--- config.mk ---
export PLATFORM = sky130hd
export DESIGN_NAME = seq_detect_ctrl
export DESIGN_NICKNAME = d
export VERILOG_FILES = /design/src/rtl/seq_ctrl_pkg.sv /design/src/rtl/ser_shift.sv /design/src/rtl/seq_detect_ctrl.sv
export SDC_FILE = /design/constraint.sdc
export NUM_CORES = 1
export LEC_CHECK = 0
export CORE_ASPECT_RATIO = 0.6
export CORE_MARGIN = 1
export CORE_UTILIZATION = 60
export DETAILED_ROUTE_END_ITERATION = 8
export DONT_BUFFER_PORTS = 1
export GPL_ROUTABILITY_DRIVEN = 0
export PLACE_DENSITY = 0.76
export RECOVER_POWER = 100
export SETUP_SLACK_MARGIN = 0.02
export SYNTH_ARGS = -nofsm -noshare
export SYNTH_HDL_FRONTEND = slang
export SYNTH_SLANG_ARGS = --single-unit
export TNS_END_PERCENT = 30
--- constraint.sdc ---
create_clock -name clk -period 3.3 [get_ports clk]
set_input_delay 0.33 -clock clk [delete_from_list [all_inputs] [get_ports clk]]
set_output_delay 0.33 -clock clk [all_outputs]
set_load 0.02 [all_outputs]
--- src/rtl/seq_ctrl_pkg.sv ---
// Shared constants for the 10011 stream controller and the detector it drives.
package seq_ctrl_pkg;

    localparam int unsigned CTRL_ST_W = 3;
    localparam int unsigned DET_ST_W  = 5;

    typedef enum logic [CTRL_ST_W-1:0] {
        IDLE  = 3'b001,
        SHIFT = 3'b010,
        DONE  = 3'b100
    } ctrl_state_e;

    // Detector one-hot states: A none, B "1", C "10", D "100", E "1001".
    typedef enum logic [DET_ST_W-1:0] {
        DET_A = 5'b00001,
        DET_B = 5'b00010,
        DET_C = 5'b00100,
        DET_D = 5'b01000,
        DET_E = 5'b10000
    } det_state_e;

endpackage

--- src/rtl/ser_shift.sv ---
// Loadable shift register presenting one registered head bit per cycle.
module ser_shift #(
    parameter int unsigned WIDTH     = 8,
    parameter bit          MSB_FIRST = 1'b1
) (
    input  logic             clk,
    input  logic             reset,
    input  logic             load_i,
    input  logic             shift_i,
    input  logic [WIDTH-1:0] data_i,
    output logic             head_o
);

    logic [WIDTH-1:0] sh_q;
    logic [WIDTH-1:0] sh_d;

    // Load wins over shift so a back-to-back reload never loses the new word.
    always_comb begin
        sh_d = sh_q;
        if (load_i) begin
            sh_d = data_i;
        end else if (shift_i) begin
            sh_d = MSB_FIRST ? {sh_q[WIDTH-2:0], 1'b0} : {1'b0, sh_q[WIDTH-1:1]};
        end
    end

    always_ff @(posedge clk) begin
        if (!reset) begin
            sh_q <= '0;
        end else begin
            sh_q <= sh_d;
        end
    end

    assign head_o = MSB_FIRST ? sh_q[WIDTH-1] : sh_q[0];

endmodule

--- src/rtl/seq_detect_ctrl.sv ---
// Feeds parallel words bit-serially into a 10011 detector, gating its reset
// so context survives only across back-to-back words, and counts matches.
module seq_detect_ctrl
    import seq_ctrl_pkg::*;
#(
    parameter int unsigned WIDTH     = 8,
    parameter int unsigned CNT_W     = 16,
    parameter bit          MSB_FIRST = 1'b1
) (
    input  logic             clk,
    input  logic             reset,
    input  logic             in_valid,
    output logic             in_ready,
    input  logic [WIDTH-1:0] in_data,
    input  logic             in_last,
    output logic             det_in,
    output logic             det_rst_n,
    input  logic             det_out,
    input  logic             clear,
    output logic             match_pulse,
    output logic [CNT_W-1:0] match_count,
    output logic             gap,
    output logic             done
);

    localparam int unsigned       BC_W     = $clog2(WIDTH);
    localparam logic [BC_W-1:0]   LAST_BIT = BC_W'(WIDTH - 1);

    ctrl_state_e      state_q, state_d;
    logic [BC_W-1:0]  bit_cnt_q, bit_cnt_d;
    logic             last_q, last_d;
    logic             in_ready_q, in_ready_d;
    logic             gap_q, gap_d;
    logic             done_q, done_d;
    logic             match_pulse_q, match_pulse_d;
    logic [CNT_W-1:0] match_count_q, match_count_d;
    logic             load, shift;

    ser_shift #(
        .WIDTH     (WIDTH),
        .MSB_FIRST (MSB_FIRST)
    ) u_ser_shift (
        .clk     (clk),
        .reset   (reset),
        .load_i  (load),
        .shift_i (shift),
        .data_i  (in_data),
        .head_o  (det_in)
    );

    // Next state, word acceptance and one-cycle status pulses.
    always_comb begin
        state_d   = state_q;
        bit_cnt_d = bit_cnt_q;
        last_d    = last_q;
        load      = 1'b0;
        shift     = 1'b0;
        gap_d     = 1'b0;
        done_d    = 1'b0;
        unique case (state_q)
            IDLE: begin
                if (in_valid) begin
                    load      = 1'b1;
                    last_d    = in_last;
                    bit_cnt_d = '0;
                    state_d   = SHIFT;
                end
            end
            SHIFT: begin
                shift     = 1'b1;
                bit_cnt_d = bit_cnt_q + BC_W'(1);
                if (bit_cnt_q == LAST_BIT) begin
                    bit_cnt_d = '0;
                    if (last_q) begin
                        done_d  = 1'b1;
                        state_d = DONE;
                    end else if (in_valid) begin
                        load   = 1'b1;
                        last_d = in_last;
                    end else begin
                        gap_d   = 1'b1;
                        state_d = IDLE;
                    end
                end
            end
            DONE: begin
                state_d = IDLE;
            end
            default: begin
                state_d = IDLE;
            end
        endcase
    end

    // in_ready is precomputed from next state so it leaves the block registered.
    always_comb begin
        in_ready_d = (state_d == IDLE) ||
                     ((state_d == SHIFT) && (bit_cnt_d == LAST_BIT) && !last_d);
    end

    always_comb begin
        match_pulse_d = det_out && (state_q == SHIFT);
        match_count_d = match_count_q;
        if (clear) begin
            match_count_d = '0;
        end else if (match_pulse_q && !(&match_count_q)) begin
            match_count_d = match_count_q + CNT_W'(1);
        end
    end

    always_ff @(posedge clk) begin
        if (!reset) begin
            state_q       <= IDLE;
            bit_cnt_q     <= '0;
            last_q        <= 1'b0;
            in_ready_q    <= 1'b1;
            gap_q         <= 1'b0;
            done_q        <= 1'b0;
            match_pulse_q <= 1'b0;
            match_count_q <= '0;
        end else begin
            state_q       <= state_d;
            bit_cnt_q     <= bit_cnt_d;
            last_q        <= last_d;
            in_ready_q    <= in_ready_d;
            gap_q         <= gap_d;
            done_q        <= done_d;
            match_pulse_q <= match_pulse_d;
            match_count_q <= match_count_d;
        end
    end

    assign in_ready    = in_ready_q;
    assign gap         = gap_q;
    assign done        = done_q;
    assign match_pulse = match_pulse_q;
    assign match_count = match_count_q;
    assign det_rst_n   = reset && (state_q == SHIFT);

endmodule

Word-level counts from Yosys, hierarchy flattened
Cells that the tools add are included.
W data, S select, Z words.
- add/sub/neg operators: 2
- equal/unequal tests: 6
- multiplexer cells: 22
- bitwise logic cells: 3
- reductions and logical operators: 13
- operators with widths (operator ; number):
    $mux W3 ; 6
    $add A16 B1 Y16 const B ; 1
    $mux W8 ; 2
    $reduce_and A16 Y1 ; 1
    $pmux W3 S2 ; 2
    $mux W1 ; 10
    $eq A3 B1 Y1 const B ; 2
    $eq A3 B2 Y1 const B ; 2
    $eq A3 B3 Y1 const B ; 2
    $logic_and A1 B1 Y1 ; 5
    $pmux W1 S2 ; 2
    $reduce_or A4 Y1 ; 1
    $add A3 B1 Y3 const B ; 1
    $not A1 Y1 ; 3
    $reduce_and A3 Y1 ; 1
    $logic_not A1 Y1 ; 2
    $reduce_bool A2 Y1 ; 1
    $reduce_or A2 Y1 ; 1
    $logic_or A1 B1 Y1 ; 1
- register bits after elaboration: 35
- input port bits: 14
- logic and storage cells: 55

Longest topological paths before layout
Gate-level depths: netlist (run 1).
- depth after elaboration: 8
- mapped depth: 6
- depth with buffers taken out: 6

Modules after synthesis
From an unflattened synthesis (run 1), not the netlist that was laid out.
- cell total of the unflattened synthesis: 193
- area, all modules: 1744.2 um2
- by module, submodules not included (module ; times used ; cells each ; area each (um2)):
    seq_detect_ctrl ; 1 ; 158 ; 1325.0
    ser_shift ; 1 ; 35 ; 419.2

Worst setup path after synthesis (run 1)
No wires, ideal clock.
- path kind: register to register
- from: register match_count_q[3], in the netlist match_count[3]
- to: register match_count_q[14], in the netlist match_count[14]
- data arrival time: 1764 ps
- required time: 3184 ps
- path slack: 1420 ps
- stages on the path, launching flop included: 5
- path buffers: 0
- clock period less this slack: 1880 ps
- cells stage by stage: dfxtp_1 nand4_4 or3_4 or4b_1 o211a_1
- word-level cells in the longest chain between the ends: 3
- elaborated cells between the ends (all ways): 4
- those cells by class: add/sub: 1; reduce/logical: 3
- RTL lines (what ; line ; text):
    start: declaration ; seq_detect_ctrl.sv:36 ; logic [CNT_W-1:0] match_count_q, match_count_d;
    start signal: assignment ; seq_detect_ctrl.sv:129 ; match_count_q <= match_count_d;
    parallel branches: the longest is 3 deep, another holds $add A16 B1 Y16 ; - ;
Parallel ways; which one is timed is not known.
A chain may end at the register's enable or synchronous reset.

Worst setup path in the final report (run 1)
- from: register match_count_q[3], in the netlist match_count[3]
- to: register match_count_q[7], in the netlist match_count[7]
The elaborated chain is that of the path after synthesis.

==> metrics.md, run 1 <==
| Metric | Value |
|---|---|
| Status | `finished clean` |
| Port Buffers | `0` |
| Setup repair bufs after CTS | `0` |
| Cts bufs inserted | `5` |
| # rows | `14` |
| Die H | `42.41 um` |
| Final net count | `207` |
| PwrDens | `480.7 mW/mm^2` |
| I/O pins | `36` |
| Sequential fraction of the synthesis area | `42.91%` |
| Place WS | `1111 ps` |
| Layout cells sized above 1 | `6.806%` |
| Clock latency on the worst-skew pair | `280 ps` |
| Die area | `0.002941 sq mm` |
| Max VDD drop | `0.0004186 V` |
| Clock Path Buffers | `2` |
| CP required | `3480 ps` |
| Hold worst-path end | `match_pulse$_SDFF_PN0_` |
| Area leader, netlist | `dfxtp_1` |
| First drt pass iteration count | `4` |
| CP max-delay cell | `nor4_1` |
| Worst slew margin | `30.99%` |
| Num Clock Sinks | `35` |
| Final period util | `71.63%` |
| R2R cell count | `4` |
| Routed vias/inst | `6.547` |
| Post-cts resize count | `0` |
| Placed cell count | `215` |
| Final Max Slew Viols | `0` |
| Starting density of the core | `64.29%` |
| Mapped Nets | `203` |
| Area growth syn-to-layout | `6.896%` |
| Final core utilization | `68.72%` |
| Layout Skew | `5.707 ps` |
| Unrepaired setup endpoints after global routing | `false` |
| Highest clock rate | `423.1 MHz` |
| Critical path arrival | `2540 ps` |
| Largest net degree at the start of global routing | `18` |
| Hold Buf Count CTS | `0` |
| Hold Path Class | `in2reg` |
| Critical path type | `reg2reg` |
| Ys flop type | `dfxtp_1` |
| Initial antenna violation count | `0` |
| Top area cells in the synthesized netlist | `dfxtp_1 (43%), a21oi_1 (7.0%), mux2i_1 (4.9%)` |
| Synthesized area | `0.001633 sq mm` |
| H-tree depth | `2` |
| CP endpoint kind | `flip-flop` |
| Synth cell count leaders | `dfxtp_1 (35), a21oi_1 (23), o21ai_0 (14), nand2_1 (13), nor2_1 (12)` |
| HPWL after DPL | `2.529 mm` |
| Detailed-route DRC error count | `0` |
| Psw | `0.0001889 W` |
| Clock Power Share | `39.9%` |
| Max Cap Viol | `0` |
| Worst R2R Start | `match_count[3]$_SDFFE_PP0P_` |
| Final setup fails | `0` |
| Combinational share of power | `6.5%` |
| Clock-pin slew on the worst setup and hold paths | `70 ps` |
| Die X | `69.35 um` |
| Total gr overflow | `0` |
| Flop pwr share | `53.7%` |
| Hold Violations, Final | `0` |
| Crit-path max FO | `10` |
| First-pass GRT wire length | `5.699 mm` |
| Most common cell in the synthesized netlist | `dfxtp_1` |
| R2r setup slk | `940 ps` |
| Core area | `0.002540 sq mm` |
| Max stage delay on crit path | `980 ps` |
| Synth warn | `0` |
| Minimum clock period | `2364 ps` |
| Non-Filler Instances | `223` |
| Vias in the first global route | `1280` |
| Tot GR Track Use | `25.11%` |
| Slew @ Worst Pin | `1026 ps` |
| Synth Instances | `186` |
| Diode count | `0` |
| Syn avg cell area | `8.779 sq um` |
| Cell breakdown of the critical path | `nand4_1 > nor4_1 > o311ai_0 > o41ai_1` |
| Hold Path Stages | `1` |
| Seq cells post-synth | `35` |
| WL final | `3.446 mm` |
| Vias | `1460` |
| CTS tree | `built` |
| Cell internal pwr | `0.0006501 W` |
| Root Buffer | `clkbuf_8` |
| Setup crit start kind | `flip-flop` |
| Initial DRC count | `88` |
| WL/cell | `15.45 um` |
| Antenna Nets Post-Route | `0` |
| Pleak | `0.6362 nW` |
| Setup TNS | `0 ps` |
| Worst reg2reg endpoint | `match_count[7]$_SDFFE_PP0P_` |
| Switching part of the total | `22.51%` |
| Fin worst setup slack | `936.2 ps` |
| Distinct cell type count after synthesis | `36` |
| HP Start | `det_out` |
| Share of the synthesized area in the top cell type | `42.91%` |
| Async set-reset flop share out of synthesis | `0%` |
| Post-synth EDFFs | `0` |
## stage by stage
step                instance area (sq um)  power (W)  hold slack [ps]
CTS                                  1765  0.0008459            170.7
finish                               1745  0.0008390            174.0
global route                         1745  0.0008758            162.1
global placement                     1665  0.0005103            457.2
detailed placement                   1665  0.0005131            463.5
floorplan                            1633  0.0005036            450.1
## power by group through the flow
| stage | combinational (W) | clock [W] | sequential, W |
|---|---|---|---|
| floorplan | 0.0000473 | 0 | 0.000456 |
| global placement | 0.0000518 | 0 | 0.000458 |
| detailed placement | 0.0000540 | 0 | 0.000459 |
| CTS | 0.0000542 | 0.000342 | 0.000450 |
| global route | 0.0000621 | 0.000362 | 0.000452 |
| finish | 0.0000543 | 0.000334 | 0.000450 |
## kinds of logic (layout without fill, tap and decap cells)
group	after synthesis	count (layout)	synth area share [%]
compound gates	54	54	19.85
fa+ha+maj	3	3	2.299
buf+inv	9	14	2.069
flops	35	35	42.91
mux	8	8	4.904
simple gates	77	77	27.97
## cell usage in the layout (no fill, tap or decap), types with 5 or more instances in the layout
master    count
a21oi_1      23
clkbuf_8      7
dfxtp_1      35
inv_1         5
mux2i_1       8
nand2_1      13
nand2b_1      6
nand3_1       5
nor2_1       12
o21ai_0      14
or4_1         8
## layout make-up
type	instances	area [sq um]
tap	32	40.04
sequential	35	700.7
timing repair buffer	1	7.507
inverter	5	18.77
clock buffer	8	100.1
multi-input combinational	142	878.3
fill	201	794.5
## worst max-delay path by stage
stage                           startpoint                           end  slack (ps)
3_5_place_dp   match_count[0]$_SDFFE_PP0P_   match_count[7]$_SDFFE_PP0P_        1110
3_3_place_gp   match_count[0]$_SDFFE_PP0P_  match_count[10]$_SDFFE_PP0P_        1260
6_report       match_count[3]$_SDFFE_PP0P_   match_count[7]$_SDFFE_PP0P_         940
2_1_floorplan  match_count[3]$_SDFFE_PP0P_  match_count[14]$_SDFFE_PP0P_        1420
4_1_cts        match_count[0]$_SDFFE_PP0P_   match_count[7]$_SDFFE_PP0P_        1100
5_1_grt        match_count[3]$_SDFFE_PP0P_   match_count[3]$_SDFFE_PP0P_         680
## metal layers
layer	vias to the layer above	routed length (um)	global-route usage [%]
met3	5	252	10.34
met2	55	1418	35.15
met1	685	1754	35.05
met4	0	21	7.755
met5	-	0	0
li1	715	-	-
## worst max-delay path: cells and delay by family, from the launching register on
kind | cells | cell delay (ps)
simple gates | 2 | 1360
flops | 1 | 540
compound gates | 2 | 360
## sequential cells by signal, indices dropped and copies added, names as in the netlist
register / count
in_ready: 1
gap: 1
match_count: 16
bit_cnt_q: 3
last_q: 1
done: 1
state_q: 3
match_pulse: 1
u_ser_shift.sh_q: 8
(Power assumes the default switching activity.)
==> run 2: changes to the inputs <==
==> constraint.sdc (replaced) <==
create_clock -name clk -period 2.2 [get_ports clk]
set_input_delay 0.22 -clock clk [delete_from_list [all_inputs] [get_ports clk]]
set_output_delay 0.22 -clock clk [all_outputs]
set_load 0.02 [all_outputs]
==> metrics.md, run 2 (synthesized netlist as in run 1, its figures left out) <==
| Metric | Value |
|---|---|
| Status | `finished clean` |
| Initial antenna violation count | `0` |
| Max stage delay on crit path | `560 ps` |
| Clock Path Buffers | `2` |
| Largest net degree at the start of global routing | `18` |
| Vias in the first global route | `1337` |
| PwrDens | `704.1 mW/mm^2` |
| Final net count | `217` |
| Largest register FFs | `16` |
| Unrepaired setup endpoints after global routing | `false` |
| Die area | `0.002941 sq mm` |
| Root Buffer | `clkbuf_8` |
| Max VDD drop | `0.0006004 V` |
| Clock latency on the worst-skew pair | `280 ps` |
| Die X | `69.35 um` |
| Core area | `0.002540 sq mm` |
| H-tree depth | `2` |
| Most frequent cells in the layout | `dfxtp_1 (35), a21oi_1 (23), o21ai_0 (14)` |
| Setup repair bufs after CTS | `0` |
| Diode count | `0` |
| CTS tree | `built` |
| Final period util | `92.75%` |
| Pleak | `0.6691 nW` |
| First drt pass iteration count | `4` |
| Cell breakdown of the critical path | `nand4_4 > or3_1 > or4_1 > a21oi_1` |
| Psw | `0.0002926 W` |
| Max Cap Viol | `0` |
| Hold Buf Count CTS | `0` |
| I/O pins | `36` |
| WL/cell | `15.36 um` |
| FF/Latch Area | `700.7 sq um` |
| Tot GR Track Use | `27.30%` |
| Port Buffers | `0` |
| Commonest non-fill, non-tap cell in the layout | `dfxtp_1` |
| Flop pwr share | `53.3%` |
| Number of fill cells | `202` |
| Crit-path max FO | `10` |
| Worst hold slack | `51.31 ps` |
| Hold Violations, Final | `0` |
| Combinational share of power | `6.6%` |
| Starting density of the core | `64.29%` |
| Clock Power Share | `40.2%` |
| Critical path type | `reg2reg` |
| Cts bufs inserted | `5` |
| Num Clock Sinks | `35` |
| Clock-pin slew on the worst setup and hold paths | `70 ps` |
| Highest clock rate | `490.1 MHz` |
| Final core utilization | `70.94%` |
| Final setup fails | `0` |
| Layout cells sized above 1 | `7.463%` |
| Setup TNS | `0 ps` |
| Antenna Nets Post-Route | `0` |
| Critical path arrival | `2250 ps` |
| Final Max Slew Viols | `0` |
| Switching part of the total | `23.07%` |
| R2r setup slk | `160 ps` |
| CP required | `2410 ps` |
| Layout Skew | `4.467 ps` |
| Routed vias/inst | `6.120` |
| Cell internal pwr | `0.0009760 W` |
| # rows | `14` |
| CP endpoint kind | `flip-flop` |
| Fin worst setup slack | `159.6 ps` |
| HPWL after DPL | `2.625 mm` |
| Setup crit start kind | `flip-flop` |
| Post-cts resize count | `0` |
| Multi-input logic area | `893.4 sq um` |
| Total gr overflow | `0` |
| Non-Filler Instances | `233` |
| Slew @ Worst Pin | `634.0 ps` |
| Vias | `1426` |
| Hold Path Class | `in2reg` |
| Worst slew margin | `57.58%` |
| Die H | `42.41 um` |
| Detailed-route DRC error count | `0` |
| CP max-delay cell | `dfxtp_1` |
| Initial DRC count | `105` |
| Placed cell count | `225` |
| WL final | `3.578 mm` |
| Area growth syn-to-layout | `10.34%` |
| Place WS | `223.7 ps` |
| First-pass GRT wire length | `6.223 mm` |
| Minimum clock period | `2040 ps` |
[run 2: power by group through the flow]
stage	registers, W	logic (W)	clock network, W
global route	0.000678	0.0000957	0.000543
CTS	0.000675	0.0000850	0.000516
detailed placement	0.000689	0.0000844	0
floorplan	0.000685	0.0000709	0
global placement	0.000688	0.0000809	0
finish	0.000676	0.0000835	0.000509
[run 2: layout make-up]
type | count | share of cell area [%]
Clock buffer | 8 | 5.556
Sequential cell | 35 | 38.89
Tap cell | 32 | 2.222
Inverter | 5 | 1.042
Timing Repair Buffer | 11 | 2.708
Multi-Input combinational cell | 142 | 49.58
[run 2: final timing paths]
path | start | endpoint | cells after the start
setup / recovery | match_count[5]$_SDFFE_PP0P_ | match_count[13]$_SDFFE_PP0P_ | 4
hold / removal | det_out | match_pulse$_SDFF_PN0_ | 1
setup reg to reg | match_count[5]$_SDFFE_PP0P_ | match_count[13]$_SDFFE_PP0P_ | 4
hold reg to reg | u_ser_shift.sh_q[0]$_SDFFE_PN0P_ | u_ser_shift.sh_q[0]$_SDFFE_PN0P_ | 2
[run 2: metrics by stage]
| step | cell area, sq um | power [W] |
|---|---|---|
| floorplan | 1633 | 0.0007554 |
| global placement | 1740 | 0.0007685 |
| detailed placement | 1740 | 0.0007734 |
| CTS | 1841 | 0.001277 |
| global route | 1802 | 0.001317 |
| finish | 1802 | 0.001269 |
[run 2: worst max-delay path, delay by kind of cell, from the launching register on]
| kind | cells | cell delay (ps) |
|---|---|---|
| and+or+nand+nor | 3 | 1220 |
| DFF | 1 | 560 |
| AOI/OAI and AO/OA | 1 | 180 |
[run 2: per-layer routing]
layer  GRT usage [%]  wire length, um
met1           39.01             1871
met2           37.48             1395
met3           10.10              284
met4           9.388               27
met5               0                0
==> run 3: changes to the inputs <==
--- a/config.mk
+++ b/config.mk
@@ -11,7 +11,7 @@
 export DETAILED_ROUTE_END_ITERATION = 8
 export DONT_BUFFER_PORTS = 1
 export GPL_ROUTABILITY_DRIVEN = 0
-export PLACE_DENSITY = 0.76
+export PLACE_DENSITY = 0.75
 export RECOVER_POWER = 100
 export SETUP_SLACK_MARGIN = 0.02
 export SYNTH_ARGS = -nofsm -noshare
==> metrics.md, run 3 (synthesized netlist as in run 1, its figures left out) <==
| Metric | Value |
|---|---|
| CP endpoint kind | `flip-flop` |
| PwrDens | `694.4 mW/mm^2` |
| Pleak | `0.6642 nW` |
| CTS tree | `built` |
| Core area | `0.002540 sq mm` |
| Layout cells sized above 1 | `6.931%` |
| Commonest non-fill, non-tap cell in the layout | `dfxtp_1` |
| HP Start | `det_out` |
| Most frequent cells in the layout | `dfxtp_1 (35), a21oi_1 (23), o21ai_0 (14)` |
| Hold Buf Count CTS | `0` |
| Placed cell count | `226` |
| Antenna Nets Post-Route | `0` |
| # rows | `14` |
| R2r setup slk | `180 ps` |
| Critical path arrival | `2220 ps` |
| Clock Path Buffers | `2` |
| Diode count | `0` |
| Area growth syn-to-layout | `10.04%` |
| First-pass GRT wire length | `6.417 mm` |
| Status | `finished clean` |
| Total gr overflow | `0` |
| Clock latency on the worst-skew pair | `300 ps` |
| Minimum clock period | `2017 ps` |
| Hold Path Class | `in2reg` |
| Largest register FFs | `16` |
| Initial DRC count | `167` |
| Tot GR Track Use | `28.37%` |
| Final net count | `218` |
| Root Buffer | `clkbuf_8` |
| Die area | `0.002941 sq mm` |
| Starting density of the core | `64.29%` |
| First drt pass iteration count | `4` |
| Highest clock rate | `495.7 MHz` |
| Die X | `69.35 um` |
| Final period util | `91.69%` |
| WL final | `3.957 mm` |
| Setup crit start kind | `flip-flop` |
| Initial antenna violation count | `0` |
| Layout Skew | `9.875 ps` |
| Largest net degree at the start of global routing | `18` |
| Worst slew margin | `58.06%` |
| Final Max Slew Viols | `0` |
| Cts bufs inserted | `5` |
| Post-cts resize count | `0` |
| Unrepaired setup endpoints after global routing | `false` |
| Max Cap Viol | `0` |
| Slew @ Worst Pin | `626.8 ps` |
| Non-Filler Instances | `234` |
| Detailed-route DRC error count | `0` |
| Worst R2R Start | `match_count[5]$_SDFFE_PP0P_` |
| WL/cell | `16.91 um` |
| HPWL after DPL | `2.877 mm` |
| Vias in the first global route | `1338` |
| Vias | `1552` |
| Port Buffers | `0` |
| Hold Path Stages | `1` |
| Crit-path max FO | `10` |
| Setup TNS | `0 ps` |
| Routed vias/inst | `6.632` |
| H-tree depth | `2` |
| Clock-pin slew on the worst setup and hold paths | `80 ps` |
| CP required | `2410 ps` |
| Critical path type | `reg2reg` |
| Hold Violations, Final | `0` |
| Die H | `42.41 um` |
| Worst reg2reg endpoint | `match_count[13]$_SDFFE_PP0P_` |
| Num Clock Sinks | `35` |
| R2R cell count | `4` |
| Final setup fails | `0` |
| I/O pins | `36` |
| Hold worst-path end | `match_pulse$_SDFF_PN0_` |
| Setup repair bufs after CTS | `0` |
| Max VDD drop | `0.0004886 V` |
-- run 3: cell types whose count changed in the layout (fill, tap and decap cells not counted) --
cell,before,now
clkbuf_1,10,12
buf_4,2,1
clkbuf_8,7,6
clkinv_4,0,1
-- run 3: report_power, final --
part           internal, W  total (W)  switching, W
combinational    0.0000349  0.0000847     0.0000498
clock             0.000256   0.000487      0.000231
sequential        0.000655   0.000676     0.0000208
-- run 3: through the flow --
step	power, W	hold slack, ps	setup slack [ps]	instance area (sq um)	util (%)
floorplan	0.0007554	341.7	319.9	1633	-
global placement	0.0007688	346.4	294.8	1748	68.82
detailed placement	0.0007747	345.7	254.9	1748	68.82
CTS	0.001256	39.41	238.6	1843	72.56
global route	0.001291	42.39	71.39	1797	70.74
finish	0.001248	44.60	182.7	1797	70.74
-- run 3: area by class of cell --
type,count,area (sq um)
sequential,35,700.7
clock buffer,7,86.33
multi-input combinational,142,893.4
inverter,5,18.77
clock inverter,1,8.758
tap,32,40.04
timing repair buffer,12,48.80
fill,208,743.2
-- run 3: per-layer routing --
layer  routed length, um  up-vias  global-route usage [%]  share of wire [%]
li1                    -      734                       -                  -
met1                1834      737                   40.57                 46
met2                1672       78                   39.61                 42
met3                 422        3                   10.58                 11
met4                  27        0                   8.163               0.68
met5                   0        -                       0                  0
-- run 3: worst max path at each step --
stage / from / to / slack [ps]
6_report: match_count[5]$_SDFFE_PP0P_ / match_count[13]$_SDFFE_PP0P_ / 180
5_1_grt: match_count[5]$_SDFFE_PP0P_ / match_count[13]$_SDFFE_PP0P_ / 70
4_1_cts: match_count[0]$_SDFFE_PP0P_ / match_count[10]$_SDFFE_PP0P_ / 240
3_5_place_dp: match_count[5]$_SDFFE_PP0P_ / match_count[14]$_SDFFE_PP0P_ / 250
3_3_place_gp: match_count[5]$_SDFFE_PP0P_ / match_count[14]$_SDFFE_PP0P_ / 290
2_1_floorplan: match_count[3]$_SDFFE_PP0P_ / match_count[14]$_SDFFE_PP0P_ / 320
-- run 3: critical path, stage by stage (launching register included) --
cell	delay (ps)
dfxtp_1	550
nand4_4	200
or3_1	490
or4_1	520
a21oi_1	170
